## src/rtl/fp_pkg.sv

```systemverilog
// Shared IEEE-754 single-precision definitions for the FP datapath modules.
// Field widths, bias, integer saturation limits and a field-level classifier.
package fp_pkg;

    localparam int unsigned FP_EXP_BIAS = 127;
    localparam int unsigned FP_EXP_W    = 8;
    localparam int unsigned FP_FRAC_W   = 23;
    localparam int unsigned FP_SIG_W    = FP_FRAC_W + 1;

    localparam logic [31:0] INT_MAX = 32'h7FFF_FFFF;
    localparam logic [31:0] INT_MIN = 32'h8000_0000;

    typedef struct packed {
        logic                 sign;
        logic [FP_EXP_W-1:0]  exp;
        logic [FP_FRAC_W-1:0] frac;
    } fp32_t;

    typedef enum logic [1:0] {
        FP_CLS_ZERO,
        FP_CLS_NORMAL,
        FP_CLS_INF,
        FP_CLS_NAN
    } fp_class_t;

    // Denormals fold into ZERO: their magnitude is far below one.
    function automatic fp_class_t fp_classify(input fp32_t x);
        fp_class_t cls;
        if (x.exp == '0) begin
            cls = FP_CLS_ZERO;
        end else if (x.exp == '1) begin
            cls = (x.frac == '0) ? FP_CLS_INF : FP_CLS_NAN;
        end else begin
            cls = FP_CLS_NORMAL;
        end
        return cls;
    endfunction

endpackage

```

## src/rtl/fp_align_shift.sv

```systemverilog
// Aligns a 24-bit significand by unbiased exponent E into a 31-bit integer
// magnitude (fraction bits truncated), flagging E>=31 as overflow.
module fp_align_shift
    import fp_pkg::*;
(
    input  logic [FP_SIG_W-1:0] sig,
    input  logic signed [9:0]   exp_unb,
    output logic [30:0]         mag,
    output logic                ovf
);

    // The significand is parked at the top of the 31-bit window (E=30) so a
    // single right shift by 30-E covers both the E<=23 and E>23 cases.
    logic [30:0] base;
    logic [4:0]  amt;

    assign base = {sig, 7'b0};
    assign amt  = 5'(10'sd30 - exp_unb);

    function automatic logic [30:0] barrel_right(input logic [30:0] x,
                                                 input logic [4:0]  n);
        logic [30:0] r;
        r = x;
        for (int unsigned i = 0; i < 5; i++) begin
            if (n[i]) begin
                r = r >> (1 << i);
            end
        end
        return r;
    endfunction

    always_comb begin
        mag = '0;
        ovf = 1'b0;
        if (exp_unb > 10'sd30) begin
            ovf = 1'b1;
        end else if (exp_unb >= 10'sd0) begin
            mag = barrel_right(base, amt);
        end
    end

endmodule

```

## src/rtl/float_to_signed_int.sv

```systemverilog
// IEEE-754 single to 32-bit signed integer, truncating toward zero with
// saturation; one registered stage with a valid flag.
module float_to_signed_int
    import fp_pkg::*;
#(
    parameter int unsigned FP_W  = 32,
    parameter int unsigned INT_W = 32
) (
    input  logic             clk,
    input  logic             rst,
    input  logic             in_vld,
    input  logic [FP_W-1:0]  FP_val,
    output logic             out_vld,
    output logic [INT_W-1:0] signed_int_val
);

    fp32_t           fp;
    fp_class_t       cls;
    logic signed [9:0] exp_unb;
    logic [30:0]     mag;
    logic            ovf;
    logic [31:0]     mag_ext;
    logic [31:0]     sat_val;
    logic [INT_W-1:0] conv;

    assign fp      = fp32_t'(FP_val);
    assign cls     = fp_classify(fp);
    assign exp_unb = $signed({2'b00, fp.exp}) - 10'sd127;

    fp_align_shift u_align (
        .sig     ({1'b1, fp.frac}),
        .exp_unb (exp_unb),
        .mag     (mag),
        .ovf     (ovf)
    );

    assign mag_ext = {1'b0, mag};
    assign sat_val = fp.sign ? INT_MIN : INT_MAX;

    // -2^31 lands on the overflow path and saturates to INT_MIN, which is exact.
    always_comb begin
        conv = '0;
        unique case (cls)
            FP_CLS_ZERO: conv = '0;
            FP_CLS_NAN:  conv = '0;
            FP_CLS_INF:  conv = sat_val;
            FP_CLS_NORMAL: begin
                if (ovf) begin
                    conv = sat_val;
                end else if (fp.sign) begin
                    conv = ~mag_ext + 32'd1;
                end else begin
                    conv = mag_ext;
                end
            end
            default: conv = '0;
        endcase
    end

    always_ff @(posedge clk) begin
        if (rst) begin
            out_vld        <= 1'b0;
            signed_int_val <= '0;
        end else begin
            out_vld <= in_vld;
            if (in_vld) begin
                signed_int_val <= conv;
            end
        end
    end

endmodule

```

## config.mk

```make
export PLATFORM = sky130hd
export DESIGN_NAME = float_to_signed_int
export DESIGN_NICKNAME = d
export VERILOG_FILES = /design/src/rtl/fp_pkg.sv /design/src/rtl/fp_align_shift.sv /design/src/rtl/float_to_signed_int.sv
export SDC_FILE = /design/constraint.sdc
export NUM_CORES = 1
export LEC_CHECK = 0
export ABC_AREA = 1
export CAP_MARGIN = 5
export CORE_MARGIN = 2
export CORE_UTILIZATION = 56
export CTS_CLUSTER_DIAMETER = 120
export DETAILED_ROUTE_END_ITERATION = 6
export MAX_ROUTING_LAYER = met4
export PLACE_DENSITY = 0.81
export SLEW_MARGIN = 20
export SYNTH_ARGS = -nofsm -noshare
export SYNTH_HDL_FRONTEND = slang
export SYNTH_HIERARCHICAL = 1
export SYNTH_SLANG_ARGS = --single-unit
```

## constraint.sdc

```tcl
create_clock -name clk -period 3.85 [get_ports clk]
set_input_delay 0.77 -clock clk [delete_from_list [all_inputs] [get_ports clk]]
set_output_delay 0.77 -clock clk [all_outputs]
set_load 0.005 [all_outputs]
```

==> results of run 1 <==
[critical path, delay by kind of cell]
kind                       cells  cell delay (ns)
xor gates and xnor gates       1             0.12
AOI/OAI and AO/OA              2             0.40
and+or+nand+nor               13             1.75
adders and majority gates      1             0.19
buffers and inverters          6             0.75
[where the power goes]
group          switching, W  total, W  internal [W]  leakage (nW)
Combinational      0.000582   0.00101      0.000426          2.92
Clock              0.000134  0.000259      0.000125        0.0439
Sequential        0.0000136  0.000379      0.000365         0.271
Total              0.000730   0.00165      0.000916          3.24
[timing repair]
action                     CTS  global route
pin swaps                    9            22
resized for setup           25            92
hold buffers                 0             0
cloned                       1             3
buffers inserted             7            12
setup endpoints to repair   29            30
[cell type report]
| class | count | share of cell area |
|---|---|---|
| Timing Repair Buffer | 207 | 0.279 |
| Clock buffer | 5 | 0.0104 |
| Tap cell | 102 | 0.0193 |
| Multi-Input combinational cell | 710 | 0.553 |
| Clock inverter | 3 | 0.00266 |
| Inverter | 58 | 0.0353 |
| Sequential cell | 33 | 0.100 |
[metal layers]
layer  up-vias  part of all wire  GRT usage
li1       3097                 -          -
met1      3053              0.39      0.504
met2       476              0.47      0.647
met3        68              0.12     0.0626
met4         0             0.027     0.0954
met5         -                 0          -
[logic make-up (layout without fill, tap and decap cells)]
logic type	Yosys count	after routing
and+or+nand+nor	578	579
buffers and inverters	104	273
DFF	33	33
adders and majority gates	8	8
AOI/OAI and AO/OA	111	111
other	1	4
xor gates and xnor gates	8	8
[through the flow]
stage          cell area [sq um]   util
3_5_place_dp                5930  0.763
5_1_grt                     6600  0.849
3_3_place_gp                5930  0.763
4_1_cts                     6180  0.795
6_report                    6600  0.849
2_1_floorplan               4520      -
[Yosys cell counts (all sizes together)]
library cell / count
nor4: 7
inv: 57
conb: 1
nor3b: 1
o21ai: 44
nand3: 150
nor2: 88
dfxtp: 33
o211ai: 1
and2: 4
a31oi: 4
a41oi: 1
ha: 8
xnor2: 1
or2: 5
nor3: 5
clkinv: 1
nand2: 309
a211oi: 1
nand4: 9
a21oi: 59
xor2: 7
buf: 36
clkbuf: 10
o31ai: 1
[how the worst min path moves through the flow]
stage                                    end  cells past startpoint  slack [ns]          startpoint
after floorplan            signed_int_val[0]                      2        0.46   signed_int_val[0]
after global placement     signed_int_val[8]                      2        0.45   signed_int_val[8]
after detailed placement   signed_int_val[9]                      2        0.46   signed_int_val[9]
after CTS                  signed_int_val[9]                      2        0.47   signed_int_val[9]
after global routing      signed_int_val[20]                      2        0.49  signed_int_val[20]
final                     signed_int_val[29]                      2        0.47  signed_int_val[29]
[flip-flops by register name (all words and copies together), names as in the netlist]
name,count
signed_int_val,32
out_vld,1
==> results.cfg, run 1 <==
[status]
outcome = complete, no violations

[synth]
yosys.area_share.adder = 0.0222
synthSimpleGateAreaFrac = 0.557
synth_mux_area_frac = 0
synth-seq-cells = 33
synth_area_leaders = nand2_1 25%, nand3_1 16%, dfxtp_1 15%
synth_cells = 843
seq_area_frac_synth = 0.146
syn_avg_cell_area_sq_um = 5.35
synth_top_family_by_area = simple AND/OR/NAND/NOR gates
synth_xor_area_frac = 0.0197
netlist_area_sq_um = 4510
synth-compound-area-share = 0.138
synthDistinctLibCells = 43
synth_warnings = 6
yosysTopAreaCell = nand2_1
yosysTopAreaCellShare = 0.254

[floorplan]
initial_core_util = 0.581
num_rows = 32
core_sq_um = 7770
io-pin-count = 68
dieHeight_microns = 93.8
die_area_sq_um = 8790
die_w_microns = 93.8

[job]
maxCapViolations = 0

[setup_path]
critical_path_class = in2reg
worstPathArrival_ns = 3.97
rrSetupSlack_ns = 3.15
r2r-start = signed_int_val[15]
critPathRequiredTime_ns = 3.99
cp-start-kind = input pin
crit_start = FP_val[23]
r2r_cells = 2
endpoint = signed_int_val[25]
cp_slowest_cell = o21ai_0
cpMostUsedCell = nand2_1
rr_endpoint = signed_int_val[15]
cp_max_fo = 8
crit_path_cell_trace = buf_2, ha_2, buf_4, xor2_1, buf_4, buf_4, nand4_1, nand2_4, inv_6, or2_2, nand2_2, buf_4, nor2_1, nor2_2, nand2_1, o21ai_0, nand3_1, nand2_1, nand3_1, nand2_1, nand2_1, nand2_1, a21oi_1
max_stage_delay_ns = 0.34
end_kind = register

[sta]
slew_headroom = 0.601
finalMaxSlewViolations = 0
postLayoutSetupSlackWorst_ns = 0.0259
clock.fmax_mhz = 261
timing.final.crit_period_ns = 3.82
tns_ns = 0
finalHoldWorstSlack_ns = 0.470
period_share = 0.993
worstMarginPinSlew_ns = 0.598
finalHoldViolations = 0
finClkSkew_ns = 0
finalSetupViolations = 0

[final_layout]
final_cell_mix = 291 x nand2_1, 137 x nand3_1, 131 x buf_4
ff_latch_area_sq_um = 661
nets = 1058
instances_no_fill = 1118
final_common_cell = nand2_1
multiInputGateArea_sq_um = 3650
syn_to_final_growth_pct = 46.2
diodes = 0
fillCellCount = 541
drive_gt1_frac = 0.257

[placed_design]
post-place-ws_ns = -0.683
place.gp.congestion = 1.08
dp_cells = 1087
port-buffer-count = 67
place_hpwl_microns = 12700

[route]
num_vias = 6694
wl_microns = 18500
routedWlPerCell_microns = 16.6
remaining_drc_errors = 0
via_per_inst = 5.99
dr.pass1.iters = 6
dr.first_iter.drc_count = 940
ant_nets = 0

[grt]
grt-ovfl-total = 0
grt.total_usage = 0.392
grt_pass1_vias = 5846
antenna_found_initial = 0
grt_max_degree = 35
grt_pass1_wl_microns = 27200

[hold_path]
hp-class = reg2reg

[pwr]
total_power_w = 0.00165
p_per_area_nw_per_um2 = 250
irDropWorstVdd_mv = 0.184
power.leakage_nw = 3.24

[clocking]
clk_pin_slew_ns = 0.07
htree_levels = 2
cts_max_path_buffers = 2
cts_buffers = 5
cts_tree = done
cts_root_buf = clkbuf_8
clkSinkCount = 33
clk_latency_ns = 0.29
Power figures use the tool's default switching activity.
==> inputs of run 2 (changes only) <==
CELL_PAD_IN_SITES_DETAIL_PLACEMENT = 1   (was default)
CELL_PAD_IN_SITES_GLOBAL_PLACEMENT = 1   (was default)
CORE_UTILIZATION = 37   (was 56)
SETUP_SLACK_MARGIN = 0.1   (was default)
==> results.cfg, run 2 (synthesis gave the netlist of run 1 again) <==
[pwr]
total_power_w = 0.00233
switching_share = 0.498
power.internal_w = 0.00117
irDropWorstVdd_mv = 0.309
p_clk_frac = 0.184
p_per_area_nw_per_um2 = 290
power.leakage_nw = 3.79
power_frac_comb = 0.652
power.net_switching_w = 0.00116
p_seq_frac = 0.165

[route]
num_vias = 8450
dr.first_iter.drc_count = 1522
remaining_drc_errors = 0
ant_nets = 0
via_per_inst = 7.02
wl_microns = 38200
routedWlPerCell_microns = 31.8
dr.pass1.iters = 6

[sta]
finalMaxSlewViolations = 0
finalHoldWorstSlack_ns = 0.480
slew_headroom = 0.253
timing.final.crit_period_ns = 4.41
finalHoldViolations = 0
finalSetupViolations = 31
period_share = 1.14
postLayoutSetupSlackWorst_ns = -0.556
rsz0062_at_grt = yes
clock.fmax_mhz = 227
finClkSkew_ns = 0
worstMarginPinSlew_ns = 1.12

[clocking]
clk_pin_slew_ns = 0.06
cts_max_path_buffers = 2
clkSinkCount = 33
cts.hold.buffers_added = 0
htree_levels = 2
cts_tree = done
cts_root_buf = clkbuf_16
clk_latency_ns = 0.30
cts_buffers = 5

[grt]
grt_pass1_wl_microns = 41200
grt.total_usage = 0.413
grt_max_degree = 33
grt-ovfl-total = 0
antenna_found_initial = 0
grt_pass1_vias = 7434

[setup_path]
cp_max_fo = 8
r2r_cells = 2
worstPathArrival_ns = 4.60
cp-start-kind = input pin
cp_slowest_cell = o21ai_1
critical_path_class = in2reg
critPathRequiredTime_ns = 4.04
cpMostUsedCell = nand2_1
max_stage_delay_ns = 0.59
crit_path_cell_trace = buf_8, buf_6, ha_4, xor2_2, buf_6, buf_6, nand4_1, nand2_4, clkinv_4, buf_6, o21ai_1, a21oi_4, nor2_1, nand2_1, o21ai_2, nand2_1, nand2_1, nand3_1, nand2_1, nand2_1, nand2_1, a21oi_1
end_kind = register

[floorplan]
die_area_sq_um = 13100
die_w_microns = 114
io-pin-count = 68
initial_core_util = 0.377
num_rows = 40
dieHeight_microns = 114
core_sq_um = 12000

[status]
outcome = finished with violations
violations = setup timing

[placed_design]
placed_cell_area_sq_um = 6200
place.gp.congestion = 1.01
port-buffer-count = 67
place_hpwl_microns = 15200

[hold_path]
hold_depth = 2
hp-class = reg2reg

[final_layout]
final_design_area_no_fill_sq_um = 8050
diodes = 0
final_common_cell = nand2_1
largest_reg_flops = 32
fillCellCount = 1510
nets = 1098
fin_util = 0.673
top_regs = signed_int_val x32, out_vld x1
drive_gt1_frac = 0.408
regMostFlops = signed_int_val
syn_to_final_growth_pct = 78.4
final_cell_mix = 258 x nand2_1, 146 x buf_4, 96 x nand3_1

[job]
maxCapViolations = 0
## run 2: cell types whose count changed in the layout (fill, tap and decap cells not counted), sizes merged
cell    previous run  this run
buf              139       175
bufbuf             1         0
inv               57        56
nand2            309       310
clkbuf             8        12
clkinv             3         4
## run 2: timing repair
item | CTS | global route
pin swaps | 19 | 75
setup buffers | 6 | 22
endpoints found under the setup margin | 31 | 32
gates resized for setup | 114 | 227
cloned | 2 | 8
## run 2: stage by stage
step	worst slack [ns]	TNS [ns]	std cells
after floorplan	0.263	0	846
after global placement	-0.504	-11.49	1157
after detailed placement	-0.690	-16.17	1157
after CTS	0.105	0	1173
after global routing	-0.593	-12.35	1203
final	-0.556	-10.70	1203
## run 2: power by group through the flow
stage,clock [W],combinational (W),sequential [W]
floorplan,0,0.000505,0.000387
global placement,0,0.000857,0.000384
detailed placement,0,0.000885,0.000386
CTS,0.000403,0.00101,0.000379
global route,0.000434,0.00153,0.000384
finish,0.000428,0.00152,0.000384
## run 2: worst paths after layout
| path | startpoint | endpoint | slack [ns] |
|---|---|---|---|
| setup / recovery | FP_val[23] | signed_int_val[17] | -0.56 |
| hold / removal | signed_int_val[26] | signed_int_val[26] | 0.48 |
| setup reg to reg | signed_int_val[14] | signed_int_val[14] | 3.01 |
| hold reg to reg | signed_int_val[26] | signed_int_val[26] | 0.48 |
## run 2: layer usage
layer	up-vias	track usage	wire [microns]
met2	903	0.677	16500
met3	416	0.0799	5030
met4	0	0.176	4050
li1	3187	-	-
met5	-	-	0
met1	3944	0.492	12700
## run 2: area by class of cell
class / instances / area (sq um) / share of cell area
multi-input combinational: 711 / 4450 / 0.553
sequential: 33 / 661 / 0.0821
inverter: 58 / 255 / 0.0317
clock buffer: 5 / 125 / 0.0155
tap: 147 / 184 / 0.0229
timing repair buffer: 246 / 2350 / 0.292
clock inverter: 3 / 17.5 / 0.00218
## run 2: critical path: cells and delay by family
family                     cells  cell delay (ns)
AOI/OAI and AO/OA              4             1.14
xor gates and xnor gates       1             0.16
adders and majority gates      1             0.17
buffers and inverters          6             0.80
and+or+nand+nor               10             1.53
